### src/rtl/fetch_queue_pkg.sv
// Shared types and defaults for the instruction fetch queue.
package fetch_queue_pkg;

   localparam int unsigned FETCH_NUM_DEF = 2;
   localparam int unsigned DEPTH_DEF     = 16;

   typedef struct packed {
      logic        valid;
      logic [31:0] pc;
      logic [31:0] instr;
   } fetch_entry_t;

endpackage

### src/rtl/fetch_queue_if.sv
// Push/pop/flush bundle between IF, the fetch queue and issue.
interface fetch_queue_if
   import fetch_queue_pkg::*;
#(
   parameter int unsigned DEPTH     = DEPTH_DEF,
   parameter int unsigned FETCH_NUM = FETCH_NUM_DEF
) ();

   logic                                flush;
   logic                                keep_head;
   fetch_entry_t [FETCH_NUM-1:0]        push_entry;
   logic                                push_ready;
   logic         [1:0]                  pop_num;
   fetch_entry_t [FETCH_NUM-1:0]        fetch_entry;
   logic         [$clog2(DEPTH):0]      count;

   modport master (
      output flush, keep_head, push_entry, pop_num,
      input  push_ready, fetch_entry, count
   );

   modport slave (
      input  flush, keep_head, push_entry, pop_num,
      output push_ready, fetch_entry, count
   );

endinterface

### src/rtl/fetch_queue.sv
// Circular fetch queue: up to FETCH_NUM pushes per cycle, exposes the FETCH_NUM oldest entries.
module fetch_queue
   import fetch_queue_pkg::*;
#(
   parameter int unsigned DEPTH     = DEPTH_DEF,
   parameter int unsigned FETCH_NUM = FETCH_NUM_DEF
) (
   input logic          clk,
   input logic          rst,
   fetch_queue_if.slave q
);

   localparam int unsigned PtrW  = $clog2(DEPTH);
   localparam int unsigned CntW  = PtrW + 1;
   localparam int unsigned PushW = $clog2(FETCH_NUM + 1);

   logic [PtrW-1:0]  head_q, head_d;
   logic [PtrW-1:0]  tail_q, tail_d;
   logic [CntW-1:0]  count_q, count_d;
   logic [CntW-1:0]  pop_eff;
   logic [PushW-1:0] push_num;
   logic             push_ready;
   logic             do_push;

   fetch_entry_t mem_q [DEPTH];

   always_comb begin
      push_num = '0;
      for (int unsigned i = 0; i < FETCH_NUM; i++) begin
         if (q.push_entry[i].valid) push_num = push_num + PushW'(1);
      end
   end

   assign push_ready = (count_q <= CntW'(DEPTH - FETCH_NUM));
   assign pop_eff    = (CntW'(q.pop_num) > count_q) ? count_q : CntW'(q.pop_num);

   always_comb begin
      head_d  = head_q;
      tail_d  = tail_q;
      count_d = count_q;
      do_push = 1'b0;
      if (q.flush) begin
         // Keeping the head leaves a one-entry queue starting at the current head.
         if (q.keep_head && (count_q != '0)) begin
            tail_d  = head_q + PtrW'(1);
            count_d = CntW'(1);
         end else begin
            tail_d  = head_q;
            count_d = '0;
         end
      end else begin
         do_push = push_ready;
         head_d  = head_q + PtrW'(pop_eff);
         if (push_ready) tail_d = tail_q + PtrW'(push_num);
         count_d = count_q + (push_ready ? CntW'(push_num) : '0) - pop_eff;
      end
   end

   always_ff @(posedge clk) begin
      if (rst) begin
         head_q  <= '0;
         tail_q  <= '0;
         count_q <= '0;
      end else begin
         head_q  <= head_d;
         tail_q  <= tail_d;
         count_q <= count_d;
      end
   end

   // Storage is not reset; slots beyond count are masked on the read side.
   always_ff @(posedge clk) begin
      for (int unsigned i = 0; i < FETCH_NUM; i++) begin
         if (!rst && do_push && (PushW'(i) < push_num)) begin
            mem_q[tail_q + PtrW'(i)] <= q.push_entry[i];
         end
      end
   end

   always_comb begin
      for (int unsigned i = 0; i < FETCH_NUM; i++) begin
         q.fetch_entry[i] = (count_q > CntW'(i)) ? mem_q[head_q + PtrW'(i)] : '0;
      end
   end

   assign q.push_ready = push_ready;
   assign q.count      = count_q;

   pop_within_count: assert property (@(posedge clk) disable iff (rst)
      CntW'(q.pop_num) <= count_q)
      else $warning("fetch_queue: pop_num %0d exceeds count %0d, pop clamped",
                    q.pop_num, count_q);

endmodule

### src/flat_wrapper.sv
// flat-port wrapper written by rule: the top's interface ports become plain ports
module fetch_queue_flat import fetch_queue_pkg::*;
#(
   parameter int unsigned DEPTH     = DEPTH_DEF,
   parameter int unsigned FETCH_NUM = FETCH_NUM_DEF
)
  (clk, rst, q_flush, q_keep_head, q_push_entry, q_pop_num, q_push_ready, q_fetch_entry, q_count);
  fetch_queue_if #(.DEPTH(DEPTH), .FETCH_NUM(FETCH_NUM)) q_i ();
  input logic clk;
  input logic rst;
  input wire logic [$bits(q_i.flush)-1:0] q_flush;
  input wire logic [$bits(q_i.keep_head)-1:0] q_keep_head;
  input wire logic [$bits(q_i.push_entry)-1:0] q_push_entry;
  input wire logic [$bits(q_i.pop_num)-1:0] q_pop_num;
  output wire logic [$bits(q_i.push_ready)-1:0] q_push_ready;
  output wire logic [$bits(q_i.fetch_entry)-1:0] q_fetch_entry;
  output wire logic [$bits(q_i.count)-1:0] q_count;
  assign q_i.flush = q_flush;
  assign q_i.keep_head = q_keep_head;
  assign q_i.push_entry = q_push_entry;
  assign q_i.pop_num = q_pop_num;
  assign q_push_ready = q_i.push_ready;
  assign q_fetch_entry = q_i.fetch_entry;
  assign q_count = q_i.count;
  fetch_queue #(.DEPTH(DEPTH), .FETCH_NUM(FETCH_NUM)) u_core (.clk(clk), .rst(rst), .q(q_i));
endmodule
### config.mk
export PLATFORM = sky130hd
export DESIGN_NAME = fetch_queue_flat
export DESIGN_NICKNAME = d
export VERILOG_FILES = /design/src/rtl/fetch_queue_pkg.sv /design/src/rtl/fetch_queue_if.sv /design/src/rtl/fetch_queue.sv /design/src/flat_wrapper.sv
export SDC_FILE = /design/constraint.sdc
export NUM_CORES = 2
export LEC_CHECK = 0
export ABC_CLOCK_PERIOD_IN_PS = 10500
export BUFFER_PORTS_ARGS = -buffer_cell sky130_fd_sc_hd__buf_2
export CAP_MARGIN = 20
export CORE_MARGIN = 1.5
export CORE_UTILIZATION = 65
export DETAILED_ROUTE_END_ITERATION = 16
export MAX_ROUTING_LAYER = met4
export PLACE_DENSITY = 0.91
export SLEW_MARGIN = 10
export SYNTH_ARGS = -nofsm -noshare
export SYNTH_HDL_FRONTEND = slang
export SYNTH_SLANG_ARGS = --single-unit
### constraint.sdc
create_clock -name clk -period 10.5 [get_ports clk]
set_input_delay 0.525 -clock clk [delete_from_list [all_inputs] [get_ports clk]]
set_output_delay 0.525 -clock clk [all_outputs]
set_load 0.02 [all_outputs]
Word level (Yosys, flattened, before mapping)
Memories as Yosys holds them, arrays and structs flattened. A register that Yosys moved wholly into a read port is not among the register bits.
Index checks and enable logic that the tools add are counted.

word-level totals
  output and inout port bits = 136
  word-level logic and storage cells = 42
  RAM bits = 1040
  memories = 1
  input bits = 136
  register bits after elaboration = 13

memories
  name          words  bits a word  rd ports  clocked after memory_dff  write ports  line               text
  u_core.mem_q  16     65           2         1                         2            fetch_queue.sv:25  fetch_entry_t mem_q [DEPTH];

cells by class
  muxes and demuxes = 18
  add/subtract/negate cells = 7
  reduce and logical (&&, ||, !) cells = 7
  magnitude comparators = 6

operators with widths
  cell                                                            number
  two-way mux 65 bit                                              2
  two-way mux 4 bit                                               5
  greater-than comparator 5 x 1 -> 1 bit (second input constant)  2
  two-way mux 5 bit                                               2
  adder 4 x 1 -> 4 bit (second input constant)                    2
  two-way mux 1 bit                                               7
  adder 5 bit                                                     1
  greater-than comparator 2 x 5 -> 1 bit                          1
  <= comparator 5 x 4 -> 1 bit (second input constant)            1
  nonzero test 5 bit                                              1
  subtractor 5 bit                                                1
  adder 4 x 2 -> 4 bit                                            1
  adder 4 bit                                                     1
  logical AND 1 bit                                               4
  < comparator 1 x 2 -> 1 bit (first input constant)              2
  two-way mux 2 bit                                               2
  adder 1 x 1 -> 2 bit (second input constant)                    1
  nonzero test 2 bit                                              1
  logical NOT 1 bit                                               1

Longest topological paths before layout
  depth after elaboration = 7
  depth in mapped cells = 14
  depth with buffers taken out = 14

Worst setup path before layout
No wires, ideal clock.

  path kind = input-to-reg
  start = in q_flush
  end = mem u_core.mem_q[11][0] (netlist bit) (enable)
  arrival time = 6109 ps
  data required time = 9922 ps
  stages on the path = 6
  path buffers = 2
  setup time = 578 ps
  setup slack = 3813 ps
  cell sequence = buf_2 or2_1 buf_2 nor3_1 nand3_1 o21ai_0

RTL lines
  what         line                text
  from (decl)  flat_wrapper.sv:11  input wire logic [$bits(q_i.flush)-1:0] q_flush;
  to (decl)    fetch_queue.sv:25

Worst setup path after layout
  start = reg u_core.head_q[0]
  end = out q_fetch_entry[81]

between the ends
  cells in the longest elaborated chain, start to end = 3

RTL lines
  what                       line                text
  from (decl)                fetch_queue.sv:17   logic [PtrW-1:0] head_q, head_d;
  from (signal assigned)     fetch_queue.sv:61   head_q <= '0;
  from (signal assigned)     fetch_queue.sv:65   head_q <= head_d;
  adder 4 x 1 -> 4 bit       fetch_queue.sv:82   q.fetch_entry[i] = (count_q > CntW'(i)) ? mem_q[head_q + PtrW'(i)] : '0;
  memory read (16 x 65 bit)  -
  two-way mux 65 bit         fetch_queue.sv:82
  to (decl)                  flat_wrapper.sv:16  output wire logic [$bits(q_i.fetch_entry)-1:0] q_fetch_entry;

Every way passes these cells.

==> flow_metrics.tcl <==
set metrics [dict create \
    status "finished, final reports clean" \
    finalMaxSlewViolations 0 \
    synthToLayoutAreaGrowth_pct 8.98 \
    ys_seq_area_share_pct 51.5 \
    gp_congestion 0.881 \
    synthSimpleGateAreaFrac_pct 0.574 \
    cts_made_buffers 109 \
    holdWs_ns 0.177 \
    synth_nets 3743 \
    fp.coreArea_mm2 0.0933 \
    layout-drive-gt1-share_pct 53.8 \
    grt_overflow 0 \
    ir_worst_vdd_mv 0.441 \
    synth-async-reset-ratio_pct 0 \
    synth-main-ff-cell "edfxtp_1" \
    leakagePower_nw 22.3 \
    ant_nets 0 \
    cts_resized 0 \
    cts_root_buf "clkbuf_16" \
    cap_viol_max_count 0 \
    drc 0 \
    dr_total_vias 38800 \
    die_w_um 310 \
    sw_frac_of_total_pct 36.0 \
    pwr-share-seq_pct 33.1 \
    power_density_mw_per_mm2 222 \
    track_usage_pct 38.0 \
    wirelength_um 177000 \
    p_switching_w 0.00532 \
    antenna_found_initial 24 \
    grt_max_degree 156 \
    cts_setup_buffers 0 \
    worstPathRequired_ns 9.98 \
    io_pins 272 \
    maxSlewHeadroom_pct 18.5 \
    io_buffers 271 \
    ys_types 46 \
    wl_per_cell_um 35.6 \
    synth_mux_area_share_pct 42.5 \
    syn_area_mm2 0.0613 \
    rows 112 \
    cts.path.max_buffers 3 \
    cp_data_arrival_time_ns 5.24 \
    ys_warn_count 0 \
    skew_ns 0.0167 \
    critPathKind "flop to output pin" \
    synth-xor-area-share_pct 0.129 \
    drtPass1Iterations 6 \
    synthCells 3588 \
    dpl-instance-area_mm2 0.0633 \
    syn_avg_cell_area_um2 17.1 \
    synth-seq-cells 1057 \
    pwr-share-comb_pct 41.9 \
    hold_viol 0 \
    startpoint_type "flop" \
    hpwl_um 97000 \
    insertion_delay_ns 0.69 \
    grt_pass1_vias 39600 \
    initial_core_util_pct 65.6 \
    htree_levels 3 \
    clockPowerShare_pct 25.0 \
    cts_num_sinks 1057 \
    hold_path_class "primary input to flop" \
    synth_top_family_by_area "multiplexers" \
    tightestPinTransition_ns 1.22 \
    period_minus_slack_ns 5.76 \
    fin_crit_sh_pct 54.9 \
    p_int_w 0.00947 \
    cts_tree "done" \
    finalSetupTns_ns 0 \
    grt_pass1_wl_um 259000 \
    max_freq_mhz 174 \
    cp_max_fo 50 \
    end_kind "output pin" \
    synth_fa_ha_area_share_pct 0.437 \
    vias_per_cell 7.79 \
    fin_area_mm2 0.0668 \
    fp.dieH_um 310 \
    synth_edf_count 1040 \
    final_nets 3767 \
    design.die.area_mm2 0.0961 \
    clkTransAtPathRegs_ns 0.06 \
    setup_viol 0 \
    drtIter0Drc 6111 \
    postCtsHoldBufs 0 \
    synth-compound-area-share_pct 1.82 \
    rsz0062_at_grt "false" \
]
layer usage:
metal / vias up / track usage [%] / part of all wire [%]
met5: - / - / 0
li1: 14900 / - / -
met1: 20000 / 47.1 / 34
met2: 3275 / 59.8 / 49
met4: 0 / 17.5 / 4.6
met3: 587 / 9.17 / 13
sequential cells by signal, summed over array words and instances, names as in the netlist, named ones only:
register and flops:
u_core.head_q 4, u_core.tail_q 4, u_core.q.count 5, u_core.mem_q 1040
power by group through the flow:
stage                     sequential, W  clock (W)  combinational (W)
final                           0.00489    0.00370            0.00620
after global routing            0.00490    0.00385            0.00650
after CTS                       0.00489    0.00370            0.00615
after detailed placement        0.00497          0            0.00611
after global placement          0.00497          0            0.00604
after floorplan                 0.00490          0            0.00438
synth_stat cells, types with 7 or more instances:
| cell type | number | area share (%) |
|---|---|---|
| mux2_1 | 79 | 1.5 |
| nor2_1 | 13 | 0.080 |
| edfxtp_1 | 1040 | 51 |
| buf_4 | 18 | 0.22 |
| buf_2 | 115 | 0.94 |
| mux2_2 | 945 | 17 |
| clkbuf_1 | 261 | 1.6 |
| inv_1 | 15 | 0.092 |
| mux2i_1 | 277 | 4.5 |
| o22ai_1 | 130 | 1.3 |
| dfxtp_1 | 17 | 0.56 |
| nand3_1 | 8 | 0.065 |
| ha_1 | 15 | 0.31 |
| o21ai_0 | 20 | 0.16 |
| buf_1 | 30 | 0.18 |
| mux4_2 | 520 | 19 |
| nand2_1 | 14 | 0.086 |
| a21oi_1 | 7 | 0.057 |
layout make-up:
type	count	area, µm²
Multi-Input combinational cell	2092	28200
Inverter	15	56.3
Clock inverter	63	440
Antenna cell	31	77.6
Tap cell	1254	1570
Clock buffer	133	2860
Sequential cell	1057	31600
Fill cell	5592	26600
Timing Repair Buffer	337	1970
cell families (layout without fill, tap and decap cells):
family          count (synthesis)  in the layout
compound gates                179            179
simple gates                   63             63
other cells                     1             32
buf+inv                       439            548
fa+ha+maj                      19             19
mux                          1821           1821
xor+xnor                        9              9
flops                        1057           1057
stage by stage:
step                setup slack [ns]  instances  total power [W]  utilization [%]
floorplan                       3.81       3588          0.00928                -
global placement                5.41       4752           0.0110             67.8
detailed placement              5.42       4752           0.0111             67.8
CTS                             4.66       4948           0.0147             71.4
global route                    4.38       4972           0.0153             71.5
finish                          4.74       4982           0.0148             71.5
layout by cell type, fill, tap and decap left out, drive strengths merged, types with 7 or more instances in the layout:
| master | n |
|---|---|
| edfxtp | 1040 |
| mux2 | 1024 |
| mux4 | 520 |
| buf | 337 |
| mux2i | 277 |
| clkbuf | 133 |
| o22ai | 130 |
| clkinv | 54 |
| diode | 31 |
| o21ai | 21 |
| inv | 17 |
| dfxtp | 17 |
| ha | 15 |
| nand2 | 14 |
| nor2 | 13 |
| nand3 | 8 |
| a21oi | 7 |
critical path, stage by stage, from the launching register on:
cell	delay (ns)
dfxtp_4	0.89
ha_4	0.83
buf_4	0.61
buf_4	0.84
mux4_2	0.38
mux2i_1	0.08
o22ai_1	0.56
buf_2	0.29
worst paths after layout:
path | end | slack [ns] | depth (start not counted) | from
worst max-delay path | q_fetch_entry[81] | 4.74 | 7 | u_core.head_q[0]
worst max register to register | u_core.mem_q[13][57] | 6.03 | 6 | u_core.q.count[0]
worst min-delay path | u_core.q.count[0] | 0.18 | 3 | q_keep_head
worst min register to register | u_core.head_q[3] | 0.62 | 2 | u_core.head_q[3]
(Power assumes the default switching activity.)
